--- config.mk ---
export PLATFORM = sky130hd
export DESIGN_NAME = hog_frame_ctrl
export DESIGN_NICKNAME = d
export VERILOG_FILES = /design/src/rtl/hog_frame_ctrl_pkg.sv /design/src/rtl/hog_frame_ctrl_axil.sv /design/src/rtl/hog_frame_ctrl.sv
export SDC_FILE = /design/constraint.sdc
export NUM_CORES = 1
export LEC_CHECK = 0
export CORE_ASPECT_RATIO = 1.75
export CORE_UTILIZATION = 50
export CTS_CLUSTER_DIAMETER = 100
export DETAILED_ROUTE_END_ITERATION = 16
export GPL_TIMING_DRIVEN = 0
export PLACE_DENSITY = 0.74
export SLEW_MARGIN = 20
export SYNTH_ARGS = -nofsm -noshare
export SYNTH_HDL_FRONTEND = slang
export SYNTH_SLANG_ARGS = --single-unit
--- constraint.sdc ---
create_clock -name clk -period 6.9 [get_ports clk]
set_input_delay 1.035 -clock clk [delete_from_list [all_inputs] [get_ports clk]]
set_output_delay 1.035 -clock clk [all_outputs]
set_load 0.05 [all_outputs]
--- src/rtl/hog_frame_ctrl_pkg.sv ---
// Shared definitions for the HOG frame controller: register map, field bit
// positions, FSM state encoding and the byte-strobe merge helper.
package hog_frame_ctrl_pkg;

    localparam int unsigned AxiDataWidth = 32;
    localparam int unsigned AxiAddrWidth = 5;
    localparam int unsigned RowsWidth    = 10;

    // Register word indices (byte address bits [4:2])
    localparam logic [2:0] RegCtrl   = 3'd0;
    localparam logic [2:0] RegStatus = 3'd1;
    localparam logic [2:0] RegBase   = 3'd2;
    localparam logic [2:0] RegRows   = 3'd3;
    localparam logic [2:0] RegStride = 3'd4;
    localparam logic [2:0] RegRowCnt = 3'd5;
    localparam logic [2:0] RegPerf   = 3'd6;

    localparam int unsigned CtrlStartBit  = 0;
    localparam int unsigned CtrlIrqEnBit  = 1;
    localparam int unsigned CtrlAbortBit  = 2;
    localparam int unsigned StatusBusyBit = 0;
    localparam int unsigned StatusDoneBit = 1;

    typedef enum logic [1:0] {
        StIdle,
        StReq,
        StAdv,
        StDone
    } frame_state_e;

    // Replace only the bytes whose strobe bit is set
    function automatic logic [31:0] apply_wstrb(input logic [31:0] old_val,
                                                input logic [31:0] new_val,
                                                input logic [3:0]  strb);
        logic [31:0] res;
        for (int i = 0; i < 4; i++) begin
            res[i*8 +: 8] = strb[i] ? new_val[i*8 +: 8] : old_val[i*8 +: 8];
        end
        return res;
    endfunction

endpackage

--- src/rtl/hog_frame_ctrl_axil.sv ---
// AXI4-Lite slave for the HOG frame controller: single-outstanding write and
// read handshakes plus the programmable register storage. START/ABORT leave
// as combinational pulses so the FSM reacts on the same edge as the write.
module hog_frame_ctrl_axil
    import hog_frame_ctrl_pkg::*;
#(
    parameter int unsigned DataWidth = AxiDataWidth,
    parameter int unsigned AddrWidth = AxiAddrWidth
) (
    input  logic                   clk,
    input  logic                   rst,
    input  logic [AddrWidth-1:0]   s_axi_awaddr,
    input  logic                   s_axi_awvalid,
    output logic                   s_axi_awready,
    input  logic [DataWidth-1:0]   s_axi_wdata,
    input  logic [DataWidth/8-1:0] s_axi_wstrb,
    input  logic                   s_axi_wvalid,
    output logic                   s_axi_wready,
    output logic [1:0]             s_axi_bresp,
    output logic                   s_axi_bvalid,
    input  logic                   s_axi_bready,
    input  logic [AddrWidth-1:0]   s_axi_araddr,
    input  logic                   s_axi_arvalid,
    output logic                   s_axi_arready,
    output logic [DataWidth-1:0]   s_axi_rdata,
    output logic [1:0]             s_axi_rresp,
    output logic                   s_axi_rvalid,
    input  logic                   s_axi_rready,
    output logic                   start,
    output logic                   abort,
    output logic                   irq_en,
    output logic                   done,
    output logic [31:0]            base,
    output logic [31:0]            stride,
    output logic [RowsWidth-1:0]   rows,
    input  logic                   busy,
    input  logic                   done_set,
    input  logic [RowsWidth-1:0]   row_cnt,
    input  logic [31:0]            perf_cnt
);

    logic                 irq_en_q, done_q, bvalid_q, rvalid_q;
    logic [31:0]          base_q, stride_q, rdata_q, rd_mux;
    logic [RowsWidth-1:0] rows_q;
    logic                 wr_en, rd_en, done_clr;
    logic [2:0]           wr_idx, rd_idx;
    logic                 unused_addr;

    assign wr_idx      = s_axi_awaddr[4:2];
    assign rd_idx      = s_axi_araddr[4:2];
    assign unused_addr = ^{s_axi_awaddr[1:0], s_axi_araddr[1:0]};

    // Handshake qualification and write-side pulse decode
    always_comb begin
        wr_en    = s_axi_awvalid & s_axi_wvalid & ~bvalid_q & ~rst;
        rd_en    = s_axi_arvalid & ~rvalid_q & ~rst;
        start    = wr_en & (wr_idx == RegCtrl) & s_axi_wstrb[0] & s_axi_wdata[CtrlStartBit];
        abort    = wr_en & (wr_idx == RegCtrl) & s_axi_wstrb[0] & s_axi_wdata[CtrlAbortBit];
        done_clr = wr_en & (wr_idx == RegStatus) & s_axi_wstrb[0] & s_axi_wdata[StatusDoneBit];
    end

    // Register storage, sticky DONE and the write response channel
    always_ff @(posedge clk) begin
        if (rst) begin
            irq_en_q <= 1'b0;
            done_q   <= 1'b0;
            base_q   <= '0;
            stride_q <= '0;
            rows_q   <= '0;
            bvalid_q <= 1'b0;
        end else begin
            if (wr_en) begin
                case (wr_idx)
                    RegCtrl:   if (s_axi_wstrb[0]) irq_en_q <= s_axi_wdata[CtrlIrqEnBit];
                    RegBase:   base_q   <= apply_wstrb(base_q, s_axi_wdata, s_axi_wstrb);
                    RegStride: stride_q <= apply_wstrb(stride_q, s_axi_wdata, s_axi_wstrb);
                    RegRows:   rows_q   <= RowsWidth'(apply_wstrb(32'(rows_q), s_axi_wdata,
                                                              s_axi_wstrb));
                    default:   ;
                endcase
            end
            // A completing frame wins over a clear landing on the same edge
            if (done_set) begin
                done_q <= 1'b1;
            end else if (done_clr) begin
                done_q <= 1'b0;
            end
            if (bvalid_q && s_axi_bready) begin
                bvalid_q <= 1'b0;
            end else if (wr_en) begin
                bvalid_q <= 1'b1;
            end
        end
    end

    // Read data multiplexer; unmapped words return zero
    always_comb begin
        rd_mux = '0;
        case (rd_idx)
            RegCtrl:   rd_mux[CtrlIrqEnBit] = irq_en_q;
            RegStatus: begin
                rd_mux[StatusBusyBit] = busy;
                rd_mux[StatusDoneBit] = done_q;
            end
            RegBase:   rd_mux = base_q;
            RegRows:   rd_mux[RowsWidth-1:0] = rows_q;
            RegStride: rd_mux = stride_q;
            RegRowCnt: rd_mux[RowsWidth-1:0] = row_cnt;
            RegPerf:   rd_mux = perf_cnt;
            default:   rd_mux = '0;
        endcase
    end

    // Registered read response held until the master takes it
    always_ff @(posedge clk) begin
        if (rst) begin
            rvalid_q <= 1'b0;
            rdata_q  <= '0;
        end else if (rd_en) begin
            rvalid_q <= 1'b1;
            rdata_q  <= rd_mux;
        end else if (rvalid_q && s_axi_rready) begin
            rvalid_q <= 1'b0;
        end
    end

    assign s_axi_awready = wr_en;
    assign s_axi_wready  = wr_en;
    assign s_axi_bvalid  = bvalid_q;
    assign s_axi_bresp   = 2'b00;
    assign s_axi_arready = rd_en;
    assign s_axi_rvalid  = rvalid_q;
    assign s_axi_rdata   = rdata_q;
    assign s_axi_rresp   = 2'b00;

    assign irq_en = irq_en_q;
    assign done   = done_q;
    assign base   = base_q;
    assign stride = stride_q;
    assign rows   = rows_q;

endmodule

--- src/rtl/hog_frame_ctrl.sv ---
// HOG frame controller top: walks an image frame row by row, handing each
// row's byte address to the HP transfer engine and waiting for its ack.
// Optional feature: define HOG_FRAME_CTRL_PERF_EN to add the PERF busy-cycle
// counter; otherwise PERF reads zero.
module hog_frame_ctrl
    import hog_frame_ctrl_pkg::*;
#(
    parameter int C_S_AXI_GP_DATA_WIDTH = 32,
    parameter int C_S_AXI_GP_ADDR_WIDTH = 5
) (
    input  logic                               clk,
    input  logic                               rst,
    input  logic [C_S_AXI_GP_ADDR_WIDTH-1:0]   s_axi_awaddr,
    input  logic                               s_axi_awvalid,
    output logic                               s_axi_awready,
    input  logic [C_S_AXI_GP_DATA_WIDTH-1:0]   s_axi_wdata,
    input  logic [C_S_AXI_GP_DATA_WIDTH/8-1:0] s_axi_wstrb,
    input  logic                               s_axi_wvalid,
    output logic                               s_axi_wready,
    output logic [1:0]                         s_axi_bresp,
    output logic                               s_axi_bvalid,
    input  logic                               s_axi_bready,
    input  logic [C_S_AXI_GP_ADDR_WIDTH-1:0]   s_axi_araddr,
    input  logic                               s_axi_arvalid,
    output logic                               s_axi_arready,
    output logic [C_S_AXI_GP_DATA_WIDTH-1:0]   s_axi_rdata,
    output logic [1:0]                         s_axi_rresp,
    output logic                               s_axi_rvalid,
    input  logic                               s_axi_rready,
    output logic                               row_req,
    output logic [31:0]                        row_base,
    input  logic                               row_ack,
    output logic                               irq
);

    frame_state_e         state_q, state_d;
    logic                 start, abort, irq_en, done, busy, done_set;
    logic [31:0]          base, stride, perf_cnt;
    logic [RowsWidth-1:0] rows;
    logic [RowsWidth-1:0] row_idx_q, rows_lat_q;
    logic [31:0]          row_base_q, stride_lat_q;

    hog_frame_ctrl_axil #(
        .DataWidth(C_S_AXI_GP_DATA_WIDTH),
        .AddrWidth(C_S_AXI_GP_ADDR_WIDTH)
    ) u_axil (
        .clk          (clk),
        .rst          (rst),
        .s_axi_awaddr (s_axi_awaddr),
        .s_axi_awvalid(s_axi_awvalid),
        .s_axi_awready(s_axi_awready),
        .s_axi_wdata  (s_axi_wdata),
        .s_axi_wstrb  (s_axi_wstrb),
        .s_axi_wvalid (s_axi_wvalid),
        .s_axi_wready (s_axi_wready),
        .s_axi_bresp  (s_axi_bresp),
        .s_axi_bvalid (s_axi_bvalid),
        .s_axi_bready (s_axi_bready),
        .s_axi_araddr (s_axi_araddr),
        .s_axi_arvalid(s_axi_arvalid),
        .s_axi_arready(s_axi_arready),
        .s_axi_rdata  (s_axi_rdata),
        .s_axi_rresp  (s_axi_rresp),
        .s_axi_rvalid (s_axi_rvalid),
        .s_axi_rready (s_axi_rready),
        .start        (start),
        .abort        (abort),
        .irq_en       (irq_en),
        .done         (done),
        .base         (base),
        .stride       (stride),
        .rows         (rows),
        .busy         (busy),
        .done_set     (done_set),
        .row_cnt      (row_idx_q),
        .perf_cnt     (perf_cnt)
    );

    // FSM state register
    always_ff @(posedge clk) begin
        if (rst) begin
            state_q <= StIdle;
        end else begin
            state_q <= state_d;
        end
    end

    // FSM next-state logic; ABORT overrides everything once a frame is running
    always_comb begin
        state_d = state_q;
        unique case (state_q)
            StIdle: begin
                if (start) begin
                    state_d = (rows == '0) ? StDone : StReq;
                end
            end
            StReq: begin
                if (row_ack) begin
                    state_d = (row_idx_q == rows_lat_q - RowsWidth'(1)) ? StDone : StAdv;
                end
            end
            StAdv:   state_d = StReq;
            StDone:  state_d = StIdle;
            default: state_d = StIdle;
        endcase
        if (abort && (state_q != StIdle)) begin
            state_d = StIdle;
        end
    end

    // FSM outputs
    always_comb begin
        busy     = (state_q != StIdle);
        row_req  = (state_q == StReq);
        done_set = (state_q == StDone) & ~abort;
    end

    // Frame datapath: parameters are latched at start so mid-frame register
    // writes only affect the next frame
    always_ff @(posedge clk) begin
        if (rst) begin
            row_idx_q    <= '0;
            row_base_q   <= '0;
            rows_lat_q   <= '0;
            stride_lat_q <= '0;
        end else if ((state_q == StIdle) && start) begin
            row_idx_q    <= '0;
            row_base_q   <= base;
            rows_lat_q   <= rows;
            stride_lat_q <= stride;
        end else if ((state_q == StAdv) && !abort) begin
            row_idx_q  <= row_idx_q + RowsWidth'(1);
            row_base_q <= row_base_q + stride_lat_q;
        end
    end

`ifdef HOG_FRAME_CTRL_PERF_EN
    logic [31:0] perf_q;

    // Busy-cycle counter, restarted by each accepted START, saturating
    always_ff @(posedge clk) begin
        if (rst) begin
            perf_q <= '0;
        end else if ((state_q == StIdle) && start) begin
            perf_q <= '0;
        end else if (busy && (perf_q != '1)) begin
            perf_q <= perf_q + 32'd1;
        end
    end

    assign perf_cnt = perf_q;
`else
    assign perf_cnt = '0;
`endif

    assign row_base = row_base_q;
    assign irq      = done & irq_en;

endmodule

# After elaboration in Yosys (flattened, before gate mapping)
# Cells that the tools add are included.
[word_totals] reg_bits=196 latchBits=0 mem_bits_rw=0 rom_bits=0 in_bits=54 output_inout_bits=75 elab_cells=100 memories=0
[op_classes] addsub=3 n_mul=0 div_mod_pow=0 n_lt_le_gt_ge=0 eq_ne=15 n_shift=0 mux=15 bitwise=18 n_reduce_logical=29
[ops] cell="$mux 32" count=2
[ops] cell="$pmux 22 s2" count=1
[ops] cell="$reduce_and 3->1" count=11
[ops] cell="$add 32x32->32" count=1
[ops] cell="$pmux 8 s4" count=1
[ops] cell="$and 1x1->1" count=14
[ops] cell="$eq 3x2->1 const B" count=4
[ops] cell="$add 10x1->10 const B" count=1
[ops] cell="$eq 10x10->1" count=1
[ops] cell="$logic_not 10->1" count=1
[ops] cell="$sub 10x1->10 const B" count=1
[ops] cell="$eq 3x3->1 const B" count=3
[ops] cell="$pmux 2 s4" count=1
[ops] cell="$reduce_bool 2->1" count=4
[ops] cell="$eq 3x1->1 const B" count=2
[ops] cell="$logic_not 3->1" count=2
[ops] cell="$mux 2" count=3
[ops] cell="$pmux 1 s6" count=1
[ops] cell="$reduce_or 2->1" count=3
[ops] cell="$logic_and 1x1->1" count=5
[ops] cell="$mux 1" count=5
[ops] cell="$pmux 1 s5" count=1
[ops] cell="$eq 2x2->1 const B" count=2
[ops] cell="$not 1->1" count=4
[ops] cell="6 further kinds" count=6

# Depth between registers and ports, before layout
# Gate-level depths: netlist of the first run.
[depth] word_depth=10 mapped_depth=12 ltp_nobuf=12

# By module
# Synthesis of the first run repeated with hierarchy kept, for this count alone.
[unflattened] hier_cells=1183 area_unflattened_um2=10236.1
[by_module_without_submodules] mod="hog_frame_ctrl" n_inst=1 cells_each=690 area_each_um2=5242.5 seq_area_each_um2=1721.7
[by_module_without_submodules] mod="hog_frame_ctrl_axil" n_inst=1 cells_each=493 area_each_um2=4993.5 seq_area_each_um2=2202.1

# Worst setup path before layout of the first run
# OpenSTA, ideal clock, no wires.
[synth_timing] kind="in2out" start="in rst" end="out s_axi_wready" arrival_ps=2457 required_time_ps=5865 path_slack_ps=3408 cell_stages=4 n_path_buf=3 path_cell_list="buf_2 -> and4bb_1 -> clkbuf_1 -> buf_4"
[synth_between] elab_chain_len=2
[synth_lines] element="from (decl)" line_no="hog_frame_ctrl.sv:12" rtl="input logic rst,"
[synth_lines] element="$not 1->1" line_no="hog_frame_ctrl_axil.sv:55" rtl="wr_en = s_axi_awvalid & s_axi_wvalid & ~bvalid_q & ~rst;"
[synth_lines] element="$and 1x1->1" line_no="hog_frame_ctrl_axil.sv:55"
[synth_lines] element="to (decl)" line_no="hog_frame_ctrl.sv:19" rtl="output logic s_axi_wready,"
# Every way passes these cells.

# Worst setup path in the final report of the first run
[layout_timing] start="in s_axi_arvalid" end="out s_axi_arready"
[layout_between] elab_chain_len=2
[layout_lines] element="from (decl)" line_no="hog_frame_ctrl.sv:24" rtl="input logic s_axi_arvalid,"
[layout_lines] element="$and 1x1->1 (2 in a row)" line_no="hog_frame_ctrl_axil.sv:56" rtl="rd_en = s_axi_arvalid & ~rvalid_q & ~rst;"
[layout_lines] element="to (decl)" line_no="hog_frame_ctrl.sv:25" rtl="output logic s_axi_arready,"
# Every way passes these cells.

==> results.tsv, run 1 <==
stage	metric	value	unit
worst_setup_path	critPathMaxFanout	10	
worst_setup_path	worstPathArrival	3.28	ns
clock_tree	cts.sinks	196	
clock_tree	clkLatencyLatePin	0.44	ns
logic_synthesis	synthArstFlopShare	0	
global_routing	antenna_found_initial	0	
power	p_leak	4.812	nW
floorplanning	initial_utilization	0.5133	
timing	fmax	0.2316	GHz
clock_tree	ctsHoldBuffers	0	
finish	fin_nets	1343	
timing	tns	0	ns
timing	drv_slew	0	
worst_setup_path	rr_startpoint	row_base[0]$_SDFFE_PP0P_	
timing	finalCritPeriodShare	0.6257	
finish	final_cell_mix	196 x dfxtp_1, 131 x nor2_1, 126 x nand2_1	
timing	whs	0.4594	ns
logic_synthesis	synth_edf_count	0	
min_path	worstHoldPathType	flop to flop	
clock_tree	ctsLongestPathBuffers	2	
routing	wire_per_inst	21.04	um
logic_synthesis	synth.ff_latch_count	196	
worst_setup_path	end_kind	output pin	
min_path	min_from	stride_lat_q[26]$_SDFFE_PP0P_	
floorplanning	chipWidth	106.6	um
power	ir_worst_vdd	191.1	uV
run_status	status	complete, no violations	
global_routing	grt_pass1_vias	8937	
logic_synthesis	synth.avg_cell_area	8.592	um2
logic_synthesis	synth.top_cell.area_share	0.4096	
timing	setup_viol	0	
finish	final_util	0.6228	
placed_design	dp.cells	1474	
finish	drive_above_1_share	0.03864	
finish	stdcell_count	1506	
floorplanning	io_pins	129	
placed_design	gp_congestion	0.9987	
clock_tree	cts_tree	built	
routing	routed_wl	31.69	mm
clock_tree	cts_resized	0	
power	power.total	0.002339	W
clock_tree	cts_setup_buffers	0	
timing	rsz0062_at_grt	false	
placed_design	port_buffers	118	
timing	hold_viol	0	
global_routing	grt_pass1_wl	48.37	mm
floorplanning	dieHeight	185.1	um
floorplanning	num_rows	66	
clock_tree	cts_buffers	17	
logic_synthesis	synth_cell_types	59	
logic_synthesis	synth_area_leaders	dfxtp_1 41%, mux2i_1 9.7%, a21oi_1 5.7%	
timing	tightestPinTransition	1.111	ns
routing	firstDrtPassIters	5	
timing	fin_worst_skew	0.01305	ns
logic_synthesis	synthCells	1115	
logic_synthesis	synth_largest_area_cell	dfxtp_1	
worst_setup_path	crit_required	5.86	ns
flow_run	cap_viol_max_count	0	
global_routing	grt_start_max_net_pins	19	
placed_design	detailed_place_hpwl	24.13	mm
floorplanning	dieArea	19740	um2
routing	antenna_left	0	
floorplanning	core_area	18660	um2
finish	layout_commonest_cell	dfxtp_1	
finish	antenna_cells	0	
clock_tree	cts-root-buf	clkbuf_16	
timing	period_minus_slack	4.317	ns
logic_synthesis	yosys_warnings	0	
worst_setup_path	start_kind	input pin	
logic_synthesis	ys_dominant_reg_cell	dfxtp_1	
logic_synthesis	synth_area	9580	um2
routing	viasPerCell	6.032	
clock_tree	cts-htree-levels	4	
logic_synthesis	seq_area_frac_synth	0.4096	
global_routing	grt-ovfl-total	0	
power	p_per_area	201.2	nW/um2
clock_tree	path_clk_slew	0.07	ns
routing	drcViolationCount	0	
routing	vias	9084	
routing	drtIter0Drc	537	
finish	syn_to_final_growth	21.31	%
finish	fillerInstances	1682	
global_routing	track_usage	0.3263	
timing	slew_headroom	0.2569	
worst_setup_path	cp-startpoint	s_axi_arvalid	
worst_setup_path	criticalPathCategory	input pin to output pin	
## stage by stage
step                instance area, um2  setup WS, ns
floorplan                         9592         3.408
global placement                 11070         2.600
detailed placement               11070         2.624
CTS                              11620         2.618
global route                     11620         2.493
finish                           11620         2.583
## flip-flops by register name, summed over array words and instances (netlist names), 10 cells and up
signal / cells
u_axil.stride: 32
row_idx_q: 10
row_base: 32
u_axil.rows: 10
u_axil.s_axi_rdata: 32
rows_lat_q: 10
stride_lat_q: 32
u_axil.base: 32
## layer usage
layer,wire [um],global-route usage,part of all wire,up-vias
met3,1505,0.04609,0.047,136
met2,16240,0.5837,0.51,362
met1,11350,0.3355,0.36,4322
met4,2591,0.2608,0.082,0
met5,0,0,0,-
li1,-,-,-,4264
## critical path: stages
cell	delay, ns
clkdlybuf4s50_1	0.47
nand2_1	0.20
inv_1	0.24
clkbuf_1	0.43
clkdlybuf4s50_1	0.90
## final timing paths
check                                  endpoint  slack [ns]  cells past startpoint
setup reg to reg      row_base[30]$_SDFFE_PP0P_        3.52                     12
hold reg to reg   stride_lat_q[26]$_SDFFE_PP0P_        0.46                      2
setup / recovery                  s_axi_arready        2.58                      5
hold / removal    stride_lat_q[26]$_SDFFE_PP0P_        0.46                      2
## logic make-up (layout without fill, tap and decap cells)
group | Yosys count | after routing | share of synthesized area
muxes | 94 | 94 | 0.09952
xor gates and xnor gates | 47 | 47 | 0.04297
other | 1 | 4 | 0.0003914
adders and majority gates | 34 | 34 | 0.04519
DFF | 196 | 196 | 0.4096
buffers and inverters | 90 | 240 | 0.03800
and+or+nand+nor | 378 | 378 | 0.1787
AOI/OAI and AO/OA | 275 | 275 | 0.1857
## Yosys cell counts, drive strengths merged (6+ instances only)
| cell | count |
|---|---|
| a211oi | 6 |
| a21o | 14 |
| a21oi | 110 |
| a221oi | 33 |
| a22oi | 25 |
| a31oi | 10 |
| and3 | 8 |
| buf | 13 |
| clkbuf | 59 |
| dfxtp | 196 |
| ha | 33 |
| inv | 18 |
| mux2i | 93 |
| nand2 | 126 |
| nand2b | 25 |
| nand3 | 27 |
| nand4 | 7 |
| nor2 | 132 |
| nor2b | 6 |
| nor3 | 16 |
| nor3b | 6 |
| o21ai | 30 |
| o21bai | 6 |
| o221ai | 8 |
| o22ai | 6 |
| xnor2 | 23 |
| xor2 | 24 |
## power breakdown
group	total (W)	switching, W	internal [W]
Sequential	0.00116	0.0000118	0.00115
Combinational	0.000229	0.000150	0.0000789
Clock	0.000950	0.000474	0.000476
## final cells by class
type                            instances  area [um2]  area share
Multi-Input combinational cell        832        5304      0.4563
Sequential cell                       196        3924      0.3376
Timing Repair Buffer                  118        1181      0.1016
Clock buffer                           19       432.9     0.03725
Tap cell                              238       297.8     0.02562
Buffer                                 72       296.5     0.02551
Clock inverter                         13       118.9     0.01023
Inverter                               18       67.56    0.005813
No activity file was read; power rests on OpenSTA's default activity.
==> run 2: changes to the inputs <==
Clock period 6.9 ns to 4 ns, I/O delays scaled along.
==> results of run 2 <==
The final DEF is identical to that of run 1. Status: complete, no violations.
Among the figures that moved: setup slack after placement 2.624 ns -> 0.4067 ns; setup slack after layout 2.583 ns -> 0.5526 ns; register-to-register setup slack 3.52 ns -> 0.62 ns; total power 0.002339 W -> 0.004035 W; worst IR drop on VDD 191.1 uV -> 329.7 uV
